### src/rtl/fishing_game_ctrl_if.sv
// Player controls in, rod/hook/fish/score state out.
// tick gates all game-state updates to the frame rate.
interface fishing_game_ctrl_if;
  logic       tick;
  logic       up;
  logic       left;
  logic       right;
  logic [9:0] rod_x;
  logic [9:0] hook_y;
  logic [9:0] fish_x;
  logic [9:0] fish_y;
  logic [4:0] fish_half_h;
  logic       fish_visible;
  logic [2:0] level;
  logic [3:0] score;
  logic [1:0] misses;
  logic [1:0] game_state;

  modport master (
    output tick, up, left, right,
    input  rod_x, hook_y, fish_x, fish_y,
    input  fish_half_h, fish_visible,
    input  level, score, misses, game_state
  );

  modport slave (
    input  tick, up, left, right,
    output rod_x, hook_y, fish_x, fish_y,
    output fish_half_h, fish_visible,
    output level, score, misses, game_state
  );
endinterface

### src/rtl/fishing_game_ctrl.sv
// Fishing game controller: rod, hook, fish motion,
// catch/escape/landing rules and win/lose handling.
module fishing_game_ctrl #(
  parameter int N_LEVELS    = 4,
  parameter int BOTTOM_Y    = 470,
  parameter int LEVEL_STEP  = 90,
  parameter int SURFACE_Y   = 106,
  parameter int X_RIGHT     = 798,
  parameter int X_LEFT      = 144,
  parameter int ROD_MIN     = 312,
  parameter int ROD_MAX     = 778,
  parameter int ROD_STEP    = 3,
  parameter int SINK_STEP   = 4,
  parameter int REEL_STEP   = 2,
  parameter int FISH_SPEED  = 2,
  parameter int SPAWN_DELAY = 400,
  parameter int HIT_W0      = 16,
  parameter int HALF_H0     = 10,
  parameter int SLACK_LIMIT = 60,
  parameter int MAX_MISSES  = 3
) (
  input logic clk,
  input logic rst,
  fishing_game_ctrl_if.slave bus
);

  typedef enum logic [1:0] {
    S_FISH  = 2'b00,
    S_CATCH = 2'b01,
    S_WIN   = 2'b10,
    S_LOSE  = 2'b11
  } state_t;

  localparam logic [9:0] ROD_RST  = 10'd450;
  localparam logic [9:0] HOOK_RST = 10'd155;

  state_t     state_q, state_d;
  logic [9:0] rod_q, rod_d;
  logic [9:0] hook_q, hook_d;
  logic [9:0] fx_q, fx_d;
  logic [9:0] fy_q, fy_d;
  logic [8:0] tmr_q, tmr_d;
  logic [6:0] slack_q, slack_d;
  logic [2:0] lvl_q, lvl_d;
  logic [3:0] score_q, score_d;
  logic [1:0] miss_q, miss_d;

  logic [9:0] row, row_nx, hit_w, dy;
  logic [4:0] half_h;
  logic       at_delay, in_x, hook_ev;

  function automatic int max1(input int v);
    return (v < 1) ? 1 : v;
  endfunction

  always_comb begin
    row      = 10'(BOTTOM_Y - LEVEL_STEP * int'(lvl_q));
    row_nx   = 10'(BOTTOM_Y - LEVEL_STEP * (int'(lvl_q) + 1));
    hit_w    = 10'(max1(HIT_W0 >> lvl_q));
    half_h   = 5'(max1(HALF_H0 >> lvl_q));
    at_delay = int'(tmr_q) >= SPAWN_DELAY;
    dy       = (hook_q >= fy_q) ? hook_q - fy_q
                                : fy_q - hook_q;
    in_x     = (rod_q >= fx_q) &&
               ({1'b0, rod_q} <=
                {1'b0, fx_q} + {1'b0, hit_w});
    hook_ev  = bus.up && at_delay && in_x &&
               (dy <= {5'd0, half_h});
  end

  always_comb begin
    state_d = state_q;
    rod_d   = rod_q;
    hook_d  = hook_q;
    fx_d    = fx_q;
    fy_d    = fy_q;
    tmr_d   = tmr_q;
    slack_d = slack_q;
    lvl_d   = lvl_q;
    score_d = score_q;
    miss_d  = miss_q;
    unique case (state_q)
      S_FISH: if (bus.tick) begin
        if (bus.right) begin
          if (int'(rod_q) <= ROD_MAX - ROD_STEP)
            rod_d = rod_q + 10'(ROD_STEP);
        end else if (bus.left) begin
          if (int'(rod_q) >= ROD_MIN + ROD_STEP)
            rod_d = rod_q - 10'(ROD_STEP);
        end
        if (int'(hook_q) + SINK_STEP >= int'(row))
          hook_d = row;
        else
          hook_d = hook_q + 10'(SINK_STEP);
        // a hook beats a simultaneous wrap
        if (hook_ev) begin
          state_d = S_CATCH;
          tmr_d   = '0;
          slack_d = '0;
        end else if (!at_delay) begin
          if (bus.left || bus.right)
            tmr_d = tmr_q + 9'd1;
          fx_d = 10'(X_RIGHT);
        end else if (int'(fx_q) <= X_LEFT + FISH_SPEED) begin
          fx_d  = 10'(X_RIGHT);
          tmr_d = '0;
        end else begin
          fx_d = fx_q - 10'(FISH_SPEED);
        end
      end
      S_CATCH: if (bus.tick) begin
        // landing beats a simultaneous slack expiry
        if (int'(fy_q) < SURFACE_Y) begin
          score_d = (score_q == 4'hf) ? score_q
                                      : score_q + 4'd1;
          if (int'(lvl_q) == N_LEVELS - 1) begin
            state_d = S_WIN;
          end else begin
            state_d = S_FISH;
            lvl_d   = lvl_q + 3'd1;
            fy_d    = row_nx;
            fx_d    = 10'(X_RIGHT);
            tmr_d   = '0;
          end
        end else if (bus.up) begin
          fy_d    = (int'(fy_q) >= REEL_STEP) ?
                    fy_q - 10'(REEL_STEP) : '0;
          hook_d  = (int'(hook_q) >= REEL_STEP) ?
                    hook_q - 10'(REEL_STEP) : '0;
          slack_d = '0;
        end else if (int'(slack_q) + 1 >= SLACK_LIMIT) begin
          miss_d  = miss_q + 2'd1;
          state_d = (int'(miss_q) + 1 >= MAX_MISSES) ?
                    S_LOSE : S_FISH;
          fy_d    = row;
          fx_d    = 10'(X_RIGHT);
          tmr_d   = '0;
          slack_d = '0;
        end else begin
          slack_d = slack_q + 7'd1;
        end
      end
      S_WIN, S_LOSE:
        if (bus.tick && (bus.left || bus.right)) begin
          state_d = S_FISH;
          lvl_d   = '0;
          score_d = '0;
          miss_d  = '0;
          tmr_d   = '0;
          slack_d = '0;
          hook_d  = HOOK_RST;
          fy_d    = 10'(BOTTOM_Y);
          fx_d    = 10'(X_RIGHT);
        end
      default: state_d = S_FISH;
    endcase
  end

  always_ff @(posedge clk) begin
    if (!rst) begin
      state_q <= S_FISH;
      rod_q   <= ROD_RST;
      hook_q  <= HOOK_RST;
      fx_q    <= 10'(X_RIGHT);
      fy_q    <= 10'(BOTTOM_Y);
      tmr_q   <= '0;
      slack_q <= '0;
      lvl_q   <= '0;
      score_q <= '0;
      miss_q  <= '0;
    end else begin
      state_q <= state_d;
      rod_q   <= rod_d;
      hook_q  <= hook_d;
      fx_q    <= fx_d;
      fy_q    <= fy_d;
      tmr_q   <= tmr_d;
      slack_q <= slack_d;
      lvl_q   <= lvl_d;
      score_q <= score_d;
      miss_q  <= miss_d;
    end
  end

  assign bus.rod_x        = rod_q;
  assign bus.hook_y       = hook_q;
  assign bus.fish_x       = (state_q == S_CATCH) ? rod_q : fx_q;
  assign bus.fish_y       = fy_q;
  assign bus.fish_half_h  = half_h;
  assign bus.fish_visible = (state_q == S_CATCH) ||
                            ((state_q == S_FISH) && at_delay);
  assign bus.level        = lvl_q;
  assign bus.score        = score_q;
  assign bus.misses       = miss_q;
  assign bus.game_state   = state_q;

endmodule

### src/flat_wrapper.sv
// flat-port wrapper written by rule: the top's interface ports become plain ports
module fishing_game_ctrl_flat 
#(
  parameter int N_LEVELS    = 4,
  parameter int BOTTOM_Y    = 470,
  parameter int LEVEL_STEP  = 90,
  parameter int SURFACE_Y   = 106,
  parameter int X_RIGHT     = 798,
  parameter int X_LEFT      = 144,
  parameter int ROD_MIN     = 312,
  parameter int ROD_MAX     = 778,
  parameter int ROD_STEP    = 3,
  parameter int SINK_STEP   = 4,
  parameter int REEL_STEP   = 2,
  parameter int FISH_SPEED  = 2,
  parameter int SPAWN_DELAY = 400,
  parameter int HIT_W0      = 16,
  parameter int HALF_H0     = 10,
  parameter int SLACK_LIMIT = 60,
  parameter int MAX_MISSES  = 3
)
  (clk, rst, bus_tick, bus_up, bus_left, bus_right, bus_rod_x, bus_hook_y, bus_fish_x, bus_fish_y, bus_fish_half_h, bus_fish_visible, bus_level, bus_score, bus_misses, bus_game_state);
  fishing_game_ctrl_if bus_i ();
  input logic clk;
  input logic rst;
  input wire logic [$bits(bus_i.tick)-1:0] bus_tick;
  input wire logic [$bits(bus_i.up)-1:0] bus_up;
  input wire logic [$bits(bus_i.left)-1:0] bus_left;
  input wire logic [$bits(bus_i.right)-1:0] bus_right;
  output wire logic [$bits(bus_i.rod_x)-1:0] bus_rod_x;
  output wire logic [$bits(bus_i.hook_y)-1:0] bus_hook_y;
  output wire logic [$bits(bus_i.fish_x)-1:0] bus_fish_x;
  output wire logic [$bits(bus_i.fish_y)-1:0] bus_fish_y;
  output wire logic [$bits(bus_i.fish_half_h)-1:0] bus_fish_half_h;
  output wire logic [$bits(bus_i.fish_visible)-1:0] bus_fish_visible;
  output wire logic [$bits(bus_i.level)-1:0] bus_level;
  output wire logic [$bits(bus_i.score)-1:0] bus_score;
  output wire logic [$bits(bus_i.misses)-1:0] bus_misses;
  output wire logic [$bits(bus_i.game_state)-1:0] bus_game_state;
  assign bus_i.tick = bus_tick;
  assign bus_i.up = bus_up;
  assign bus_i.left = bus_left;
  assign bus_i.right = bus_right;
  assign bus_rod_x = bus_i.rod_x;
  assign bus_hook_y = bus_i.hook_y;
  assign bus_fish_x = bus_i.fish_x;
  assign bus_fish_y = bus_i.fish_y;
  assign bus_fish_half_h = bus_i.fish_half_h;
  assign bus_fish_visible = bus_i.fish_visible;
  assign bus_level = bus_i.level;
  assign bus_score = bus_i.score;
  assign bus_misses = bus_i.misses;
  assign bus_game_state = bus_i.game_state;
  fishing_game_ctrl #(.N_LEVELS(N_LEVELS), .BOTTOM_Y(BOTTOM_Y), .LEVEL_STEP(LEVEL_STEP), .SURFACE_Y(SURFACE_Y), .X_RIGHT(X_RIGHT), .X_LEFT(X_LEFT), .ROD_MIN(ROD_MIN), .ROD_MAX(ROD_MAX), .ROD_STEP(ROD_STEP), .SINK_STEP(SINK_STEP), .REEL_STEP(REEL_STEP), .FISH_SPEED(FISH_SPEED), .SPAWN_DELAY(SPAWN_DELAY), .HIT_W0(HIT_W0), .HALF_H0(HALF_H0), .SLACK_LIMIT(SLACK_LIMIT), .MAX_MISSES(MAX_MISSES)) u_core (.clk(clk), .rst(rst), .bus(bus_i));
endmodule
### config.mk
export PLATFORM = sky130hd
export DESIGN_NAME = fishing_game_ctrl_flat
export DESIGN_NICKNAME = d
export VERILOG_FILES = /design/src/rtl/fishing_game_ctrl_if.sv /design/src/rtl/fishing_game_ctrl.sv /design/src/flat_wrapper.sv
export SDC_FILE = /design/constraint.sdc
export NUM_CORES = 1
export LEC_CHECK = 0
export BUFFER_PORTS_ARGS = -buffer_cell sky130_fd_sc_hd__buf_2
export CAP_MARGIN = 30
export CELL_PAD_IN_SITES_DETAIL_PLACEMENT = 1
export CELL_PAD_IN_SITES_GLOBAL_PLACEMENT = 1
export CORE_ASPECT_RATIO = 1.5
export CORE_UTILIZATION = 47
export CTS_CLUSTER_SIZE = 14
export DETAILED_ROUTE_END_ITERATION = 10
export GPL_ROUTABILITY_DRIVEN = 0
export GPL_TIMING_DRIVEN = 0
export MAX_ROUTING_LAYER = met4
export PLACE_DENSITY = 0.83
export SETUP_SLACK_MARGIN = 0.02
export SKIP_CTS_REPAIR_TIMING = 1
export SLEW_MARGIN = 20
export SYNTH_ARGS = -nofsm -noshare
export SYNTH_HDL_FRONTEND = slang
export SYNTH_SLANG_ARGS = --single-unit
### constraint.sdc
create_clock -name clk -period 7 [get_ports clk]
set_input_delay 0.7 -clock clk [delete_from_list [all_inputs] [get_ports clk]]
set_output_delay 0.7 -clock clk [all_outputs]
set_load 0.05 [all_outputs]
* Word level (Yosys, flattened, before mapping) *
Cells that the tools add are included.

word-level totals
  flip-flop bits (word level) = 67
  input bits = 6
  output and inout bits = 57
  word-level logic and storage cells = 177

cells by class
  add/subtract/negate cells = 20
  multiply operators = 2
  magnitude comparators = 16
  equal/unequal tests = 24
  shift-type cells = 2
  mux-type cells = 80
  reductions and logical operators = 23

operators by type and width
  operator                                                      count
  two-way mux 10 bit                                            31
  two-way mux 9 bit                                             11
  less-than comparator 32 x 2 -> 1 bit (second input constant)  2
  one-hot mux 10 bit (3 select lines)                           2
  two-way mux 7 bit                                             7
  subtractor 10 x 2 -> 10 bit (second input constant)           4
  >= comparator 32 x 11 -> 1 bit                                1
  >= comparator 32 x 3 -> 1 bit (second input constant)         1
  >= comparator 32 x 7 -> 1 bit (second input constant)         1
  multiplier 7 x 32 -> 9 bit (first input constant)             1
  >> shifter 4 x 3 -> 32 bit (first input constant)             1
  >> shifter 5 x 3 -> 32 bit (first input constant)             1
  AND reduction 5 bit                                           6
  one-hot mux 9 bit (3 select lines)                            1
  two-way mux 2 bit                                             13
  one-hot mux 7 bit (3 select lines)                            1
  >= comparator 10 bit                                          2
  >= comparator 10 x 2 -> 1 bit (second input constant)         2
  one-hot mux 10 bit (2 select lines)                           1
  subtractor 10 bit                                             2
  subtractor 10 bit (first input constant)                      2
  two-way mux 4 bit                                             4
  != test 2 bit (second input constant)                         8
  two-way mux 3 bit                                             4
  other kinds (44)                                              58

* Depth between registers and ports, before layout *
Gate-level depths: netlist (run 1).

  depth after elaboration = 11
  gate-level depth with buffers = 23
  gate-level depth less buffers = 22

* Worst setup path after synthesis (run 1) *
Ideal clock, no wire load.

  path type = reg2reg
  start = register u_core.lvl_q[0] (netlist: u_core.bus.level[0])
  end = register u_core.tmr_q[2]
  library setup time = 0.120 ns
  arrival time = 5.034 ns
  required time = 6.880 ns
  slack = 1.846 ns
  stages on the path, launching flop included = 22
  path buffers = 1
  clock period less this slack = 5.154 ns
  cells stage by stage = dfxtp_1 -> clkbuf_1 -> inv_1 -> ha_1 -> nor3_1 -> nor2_1 -> o21ai_0 -> fa_1 -> nor2b_1 -> o31a_1 -> or2_2 -> nand4_1 -> xnor2_1 -> ha_1 -> a21o_1 -> a2111oi_0 -> a221o_1 -> o2111ai_1 -> o22ai_4 -> o21ai_1 -> and2_4 -> a211o_1

on the way
  longest elaborated chain between the ends = 11
  elaborated cells on any way between the ends = 20
  those cells by class = add/sub: 1; order compare: 4; eq/ne: 4; shift: 2; mux: 5; reduce/logical: 4

ends and longest elaborated chain
  item                                       line                      text
  start: declaration                         fishing_game_ctrl.sv:44   logic [2:0] lvl_q, lvl_d;
  start signal: assignment                   fishing_game_ctrl.sv:179  lvl_q <= lvl_d;
  >> shifter 5 x 3 -> 32 bit                 fishing_game_ctrl.sv:59   hit_w = 10'(max1(HIT_W0 >> lvl_q));
  less-than comparator 32 x 2 -> 1 bit       fishing_game_ctrl.sv:53   return (v < 1) ? 1 : v;
  two-way mux 10 bit                         fishing_game_ctrl.sv:53
  adder 10 x 10 -> 11 bit                    fishing_game_ctrl.sv:66   {1'b0, fx_q} + {1'b0, hit_w});
  less-or-equal comparator 10 x 11 -> 1 bit  fishing_game_ctrl.sv:65   ({1'b0, rod_q} <=
  logical AND 1 bit                          fishing_game_ctrl.sv:64   in_x = (rod_q >= fx_q) &&
  logical AND 1 bit (2 in series)            fishing_game_ctrl.sv:67   hook_ev = bus.up && at_delay && in_x &&
  two-way mux 9 bit                          fishing_game_ctrl.sv:96   if (hook_ev) begin
  two-way mux 9 bit                          fishing_game_ctrl.sv:83   S_FISH: if (bus.tick) begin
  one-hot mux 9 bit (3 select lines)         fishing_game_ctrl.sv:82   unique case (state_q)
  end signal: assignment                     fishing_game_ctrl.sv:177  tmr_q <= tmr_d;
  end: declaration                           fishing_game_ctrl.sv:42   logic [8:0] tmr_q, tmr_d;

Several ways; a longest one is shown, not always the timed one. The select of a mux whose other input is x is not followed.
A chain may end at the register's enable or synchronous reset.

* Worst setup path after layout (run 1) *
  start = register u_core.lvl_q[0] (netlist: u_core.bus.level[0])
  end = register u_core.tmr_q[4]

The elaborated chain is that of the path after synthesis.

==> impl_metrics.py, run 1 <==
metrics = {
    "status": {
        "outcome": "completed",
    },
    "power": {
        "p_leak_nw": 3.63,
        "ir_drop_mv": 0.123,
        "p_per_area_mw_per_mm2": 182,
    },
    "sta": {
        "relSlewSlack_pct": 47.3,
        "period_minus_slack_ps": 5980,
        "setup_viol": 0,
        "setup_ws_ps": 1020,
        "period_share_pct": 85.4,
        "rsz0062_at_grt": "false",
        "hold_viol": 0,
        "skew_ps": 9.75,
        "clock.fmax_mhz": 167,
        "worst_slew_pin_slew_ps": 791,
        "slew_violations": 0,
        "fin_setup_tns_ps": 0,
    },
    "setup_path": {
        "cp_top_family": "compound AO/OA/AOI/OAI gates",
        "cpMaxStageDelayCell": "dfxtp_1",
        "endpoint_kind": "flip-flop",
        "critPathBufInv": 2,
        "r2r_cells": 21,
        "cp_data_required_time_ps": 7230,
        "path_max_fanout": 9,
        "critPathArrivalTime_ps": 6210,
        "cp_num_cells": 21,
        "crit_top_cell": "ha_1",
        "crit_type": "flip-flop to flip-flop",
        "path_cells": "clkbuf_1 > inv_1 > ha_1 > nor3_1 > nor2_1 > o21ai_0 > fa_1 > nor2b_1 > o31a_1 > or2_2 > nand4_1 > xnor2_1 > ha_1 > a21o_1 > a2111oi_0 > a221o_1 > o2111ai_1 > o22ai_4 > o21ai_1 > and2_4 > a211o_1",
        "start_kind": "flip-flop",
        "cpPeakStageDelay_ps": 510,
    },
    "worst_hold_path": {
        "hold_class": "flip-flop to flip-flop",
        "hold_path_depth": 2,
    },
    "route": {
        "drt_pass1_iterations": 4,
        "wl_per_cell_um": 20.1,
        "drtIter0Drc": 228,
        "wl_mm": 24.4,
        "vias": 7320,
        "via_per_inst": 6.05,
        "drcViolationCount": 0,
        "ant_nets": 0,
    },
    "yosys": {
        "syn_area_per_cell_um2": 7.62,
        "synth_cell_types": 76,
        "yosysSeqAreaShare_pct": 18.3,
        "ys_ff_latch": 65,
        "ys.flop_type": "dfxtp_1",
        "synthCells": 935,
        "yosys_warnings": 0,
        "synthesis.area_mm2": 0.00712,
        "synth_edf_count": 0,
        "async_reset_ff_share_pct": 0,
    },
    "finish": {
        "diodes": 0,
        "final_common_cell": "ha_1",
        "fill_cells": 1942,
        "most-common-layout-cells": "ha_1, nand2_1, nor2_1",
        "drive_above_1_share_pct": 10.4,
        "syn2layout_area_growth_pct": 12.0,
        "final_nets": 1123,
    },
    "global_routing": {
        "track_usage_pct": 32.7,
        "antenna_found_initial": 0,
        "met2_usage_pct": 59.2,
        "use_met1_pct": 32.7,
        "top_usage_layer": "met2",
        "grt_start_max_net_pins": 14,
        "grt_pass1_wl_mm": 38.6,
        "grt_overflow": 0,
        "met3_usage_pct": 3.03,
        "grt_pass1_vias": 7654,
    },
    "placement": {
        "portBuffers": 59,
        "dp_hpwl_mm": 19.4,
        "place_ws_ps": 1020,
    },
    "floorplanning": {
        "die_h_um": 153,
        "coreArea_mm2": 0.0147,
        "io_pins": 63,
        "rows": 54,
        "die_width_um": 103,
        "start_util_pct": 48.6,
        "fp.dieArea_mm2": 0.0157,
    },
    "clock_tree": {
        "numCtsBuffers": 9,
        "clock-sinks": 65,
        "htreeDepth": 3,
        "cts_buffer_depth": 2,
        "clk_pin_slew_ps": 60,
        "cts_root_buf": "clkbuf_16",
        "clock_latency_ps": 340,
        "cts_tree": "done",
    },
    "run": {
        "max_cap_viol_count": 0,
    },
}
cell usage after synthesis (4+ instances only):
cell / instances / share of area (%)
o22ai_1: 9 / 0.79
and2_1: 9 / 0.79
nand3_1: 28 / 2.0
o31ai_1: 4 / 0.42
a211o_1: 7 / 0.86
o211ai_1: 11 / 1.2
a2111oi_0: 4 / 0.49
nand4_1: 15 / 1.3
a21oi_1: 67 / 4.7
fa_1: 6 / 1.7
nand2b_1: 11 / 0.97
or2_2: 7 / 0.61
nor3_1: 30 / 2.1
nand3b_1: 4 / 0.42
a21o_1: 18 / 1.9
a31oi_1: 11 / 0.97
ha_1: 103 / 18
o21ai_1: 7 / 0.49
a211oi_1: 18 / 1.9
dfxtp_1: 65 / 18
xnor2_1: 44 / 5.4
nand2_1: 78 / 4.1
mux2i_1: 12 / 1.7
a22o_1: 5 / 0.61
nor2_1: 74 / 3.9
clkbuf_1: 24 / 1.3
o21bai_1: 5 / 0.53
nor3b_1: 5 / 0.53
buf_2: 6 / 0.42
and3_1: 12 / 1.1
o311ai_0: 4 / 0.49
o21ai_0: 67 / 4.7
nor2b_1: 14 / 1.2
nor4_1: 9 / 0.79
xor2_1: 14 / 1.7
inv_1: 65 / 3.4
final timing paths:
| path | from | end | slack [ps] |
|---|---|---|---|
| setup / recovery | u_core.bus.level[0] | u_core.tmr_q[4] | 1020 |
| hold / removal | u_core.tmr_q[8] | u_core.tmr_q[8] | 470 |
| setup reg to reg | u_core.bus.level[0] | u_core.tmr_q[4] | 1020 |
| hold reg to reg | u_core.tmr_q[8] | u_core.tmr_q[8] | 470 |
through the flow:
step	total power, mW	util (%)	cell area (um2)	hold WS (ps)	instances
floorplan	0.828	-	7130	429	937
global placement	0.962	52.3	7670	447	1192
detailed placement	0.978	52.3	7670	456	1192
CTS	1.45	54.4	7970	466	1208
global route	1.52	54.4	7980	493	1209
finish	1.45	54.4	7980	470	1209
sequential cells by signal, indices dropped and copies added, names as in the netlist:
name	count
u_core.slack_q	7
u_core.bus.hook_y	10
u_core.bus.misses	2
u_core.fx_q	9
u_core.bus.rod_x	10
u_core.bus.game_state	2
u_core.bus.fish_y	9
u_core.bus.level	3
u_core.tmr_q	9
u_core.bus.score	4
layer usage:
layer,vias to the layer above,part of all wire [%]
li1,3533,-
met2,162,53
met4,0,6.2
met5,-,0
met1,3538,39
met3,87,2.5
final cells by class:
type / count / area, um2 / area share, %
Multi-Input combinational cell: 771 / 5430 / 68.1
Buffer: 35 / 150 / 1.88
Sequential cell: 65 / 1300 / 16.3
Tap cell: 196 / 245 / 3.07
Timing Repair Buffer: 60 / 300 / 3.76
Inverter: 66 / 248 / 3.11
Clock inverter: 7 / 77.6 / 0.973
Clock buffer: 9 / 225 / 2.82
tightest hold or removal path: cells and delay by family, from the launching register on:
| family | cells | cell delay (ps) |
|---|---|---|
| buffers and inverters | 1 | 60 |
| AO/OA/AOI/OAI | 1 | 50 |
| flip-flops | 1 | 310 |
power by group:
| group | internal (mW) | switching [mW] |
|---|---|---|
| sequential | 0.388 | 0.0434 |
| combinational | 0.183 | 0.362 |
| clock | 0.279 | 0.192 |
| total | 0.850 | 0.598 |
logic make-up (layout without fill, tap and decap cells):
group | Yosys count | in the layout | share of synthesized area [%]
other | 2 | 4 | 0.105
AND/OR/NAND/NOR | 308 | 308 | 21.4
buffers and inverters | 101 | 177 | 5.59
XOR/XNOR | 58 | 58 | 7.13
multiplexers | 13 | 13 | 1.85
AO/OA/AOI/OAI | 279 | 279 | 25.9
flip-flops | 65 | 65 | 18.3
adder cells (fa/ha/maj) | 109 | 109 | 19.8
Power figures use the tool's default switching activity.
==> run 2: changes to the inputs <==
- ABC_AREA: default -> 1
- PLACE_DENSITY: 0.83 -> 0.85
==> impl_metrics.py, run 2 <==
metrics = {
    "status": {
        "outcome": "completed",
    },
    "global_routing": {
        "met2_usage_pct": 64.3,
        "grt_overflow": 0,
        "use_met1_pct": 31.1,
        "antenna_found_initial": 0,
        "grt_pass1_wl_mm": 41.5,
        "met3_usage_pct": 3.33,
        "top_usage_layer": "met2",
        "grt_start_max_net_pins": 14,
        "grt_pass1_vias": 8428,
        "track_usage_pct": 33.0,
    },
    "sta": {
        "skew_ps": 7.64,
        "slew_violations": 0,
        "fin_setup_tns_ps": 0,
        "setup_viol": 0,
        "relSlewSlack_pct": 47.5,
        "worst_slew_pin_slew_ps": 787,
        "rsz0062_at_grt": "false",
        "clock.fmax_mhz": 197,
        "hold_viol": 0,
        "period_minus_slack_ps": 5080,
        "period_share_pct": 72.6,
    },
    "floorplanning": {
        "rows": 56,
        "coreArea_mm2": 0.0158,
        "die_width_um": 106,
        "start_util_pct": 48.3,
        "fp.dieArea_mm2": 0.0167,
        "die_h_um": 158,
        "io_pins": 63,
    },
    "finish": {
        "stdcell_count": 1430,
        "drive_above_1_share_pct": 13.2,
        "diodes": 0,
        "final_util_pct": 53.9,
        "final_common_cell": "nand2_1",
        "most-common-layout-cells": "nand2_1, inv_1, ha_1",
        "final_nets": 1337,
        "syn2layout_area_growth_pct": 11.6,
    },
    "yosys": {
        "synthCells": 1150,
        "synth_common_cells": "nand2_1, inv_1, ha_1",
        "yosysTopAreaCellShare_pct": 17.1,
        "ys.flop_type": "dfxtp_1",
        "async_reset_ff_share_pct": 0,
        "yosys-top-cells-area": "dfxtp_1, ha_1, nand2_1, inv_1, a21oi_1",
        "synthesis.area_mm2": 0.00761,
        "syn_area_per_cell_um2": 6.62,
        "synth_edf_count": 0,
        "yosysTopAreaCell": "dfxtp_1",
        "synth_cell_types": 60,
        "synth_most_common_cell": "nand2_1",
        "yosys_warnings": 0,
        "ys_ff_latch": 65,
        "yosysSeqAreaShare_pct": 17.1,
    },
    "route": {
        "ant_nets": 0,
        "drt_pass1_iterations": 5,
        "wl_per_cell_um": 18.3,
        "drcViolationCount": 0,
        "vias": 8130,
        "wl_mm": 26.2,
        "via_per_inst": 5.69,
        "drtIter0Drc": 325,
    },
    "clock_tree": {
        "numCtsBuffers": 9,
        "htreeDepth": 3,
        "cts_buffer_depth": 2,
        "clock_latency_ps": 340,
        "cts_root_buf": "clkbuf_16",
        "clk_pin_slew_ps": 60,
        "clock-sinks": 65,
        "cts_tree": "done",
    },
    "setup_path": {
        "endpoint_kind": "flip-flop",
        "path_max_fanout": 10,
        "reg2reg_setup_slack_ps": 1920,
        "crit_type": "flip-flop to flip-flop",
        "start_kind": "flip-flop",
        "critPathArrivalTime_ps": 5310,
        "cp_data_required_time_ps": 7230,
    },
    "worst_hold_path": {
        "hold_class": "flip-flop to flip-flop",
    },
    "run": {
        "max_cap_viol_count": 0,
    },
    "placement": {
        "dp_hpwl_mm": 21.1,
        "portBuffers": 59,
        "place_inst": 1414,
    },
}
run 2: layer usage:
metal / up-vias / share of wire (%)
li1: 3947 / -
met1: 3896 / 37
met2: 199 / 54
met3: 88 / 2.7
met4: 0 / 5.9
met5: - / 0
run 2: cells by family (layout without fill, tap and decap cells):
kind of cell	count (synthesis)	in the layout	synth area share, %
flops	65	65	17.1
xor+xnor	55	55	6.33
simple gates	517	517	31.9
buf+inv	185	260	9.78
compound gates	216	216	16.1
mux	1	1	0.132
other cells	2	4	0.0987
fa+ha+maj	109	109	18.5
run 2: worst paths after layout:
kind | from | endpoint | depth (start not counted)
max | u_core.bus.level[0] | u_core.bus.hook_y[3] | 20
min | u_core.slack_q[6] | u_core.slack_q[6] | 2
max reg2reg | u_core.bus.level[0] | u_core.bus.hook_y[3] | 20
min reg2reg | u_core.slack_q[6] | u_core.slack_q[6] | 2
run 2: worst max-delay path: stages, from the launching register on:
cell and delay, ps:
dfxtp_1 620, inv_1 310, ha_1 490, ha_1 260, fa_1 410, xor2_1 260
o21ai_0 200, inv_1 100, xor2_1 360, inv_1 90, ha_1 320, nand2_1 70
nor2_1 160, nand2_1 70, o211ai_1 100, nand2_1 80, nand3_1 320, clkbuf_1 390
a21oi_1 120, o21ai_0 170, nand2_1 60
run 2: area by class of cell:
cell class,count,area [um2]
repair buffers,59,295
clock inverters,7,101
multi-input cells,902,5570
well taps,203,254
plain buffers,25,138
fillers,2214,7270
inverters,160,607
flip-flops and latches,65,1300
clock buffers,9,225
run 2: through the flow:
step                instance area (um2)  worst slack, ps  hold WS [ps]
floorplan                          7620             2430           437
CTS                                8490             1920           477
global placement                   8170             2070           463
detailed placement                 8170             1970           466
finish                             8490             1920           473
global route                       8490             1520           500
Power of run 2 is left out: the tool's default activity adds up to more than one toggle a clock period on the data nets, which glitch-free logic cannot reach.
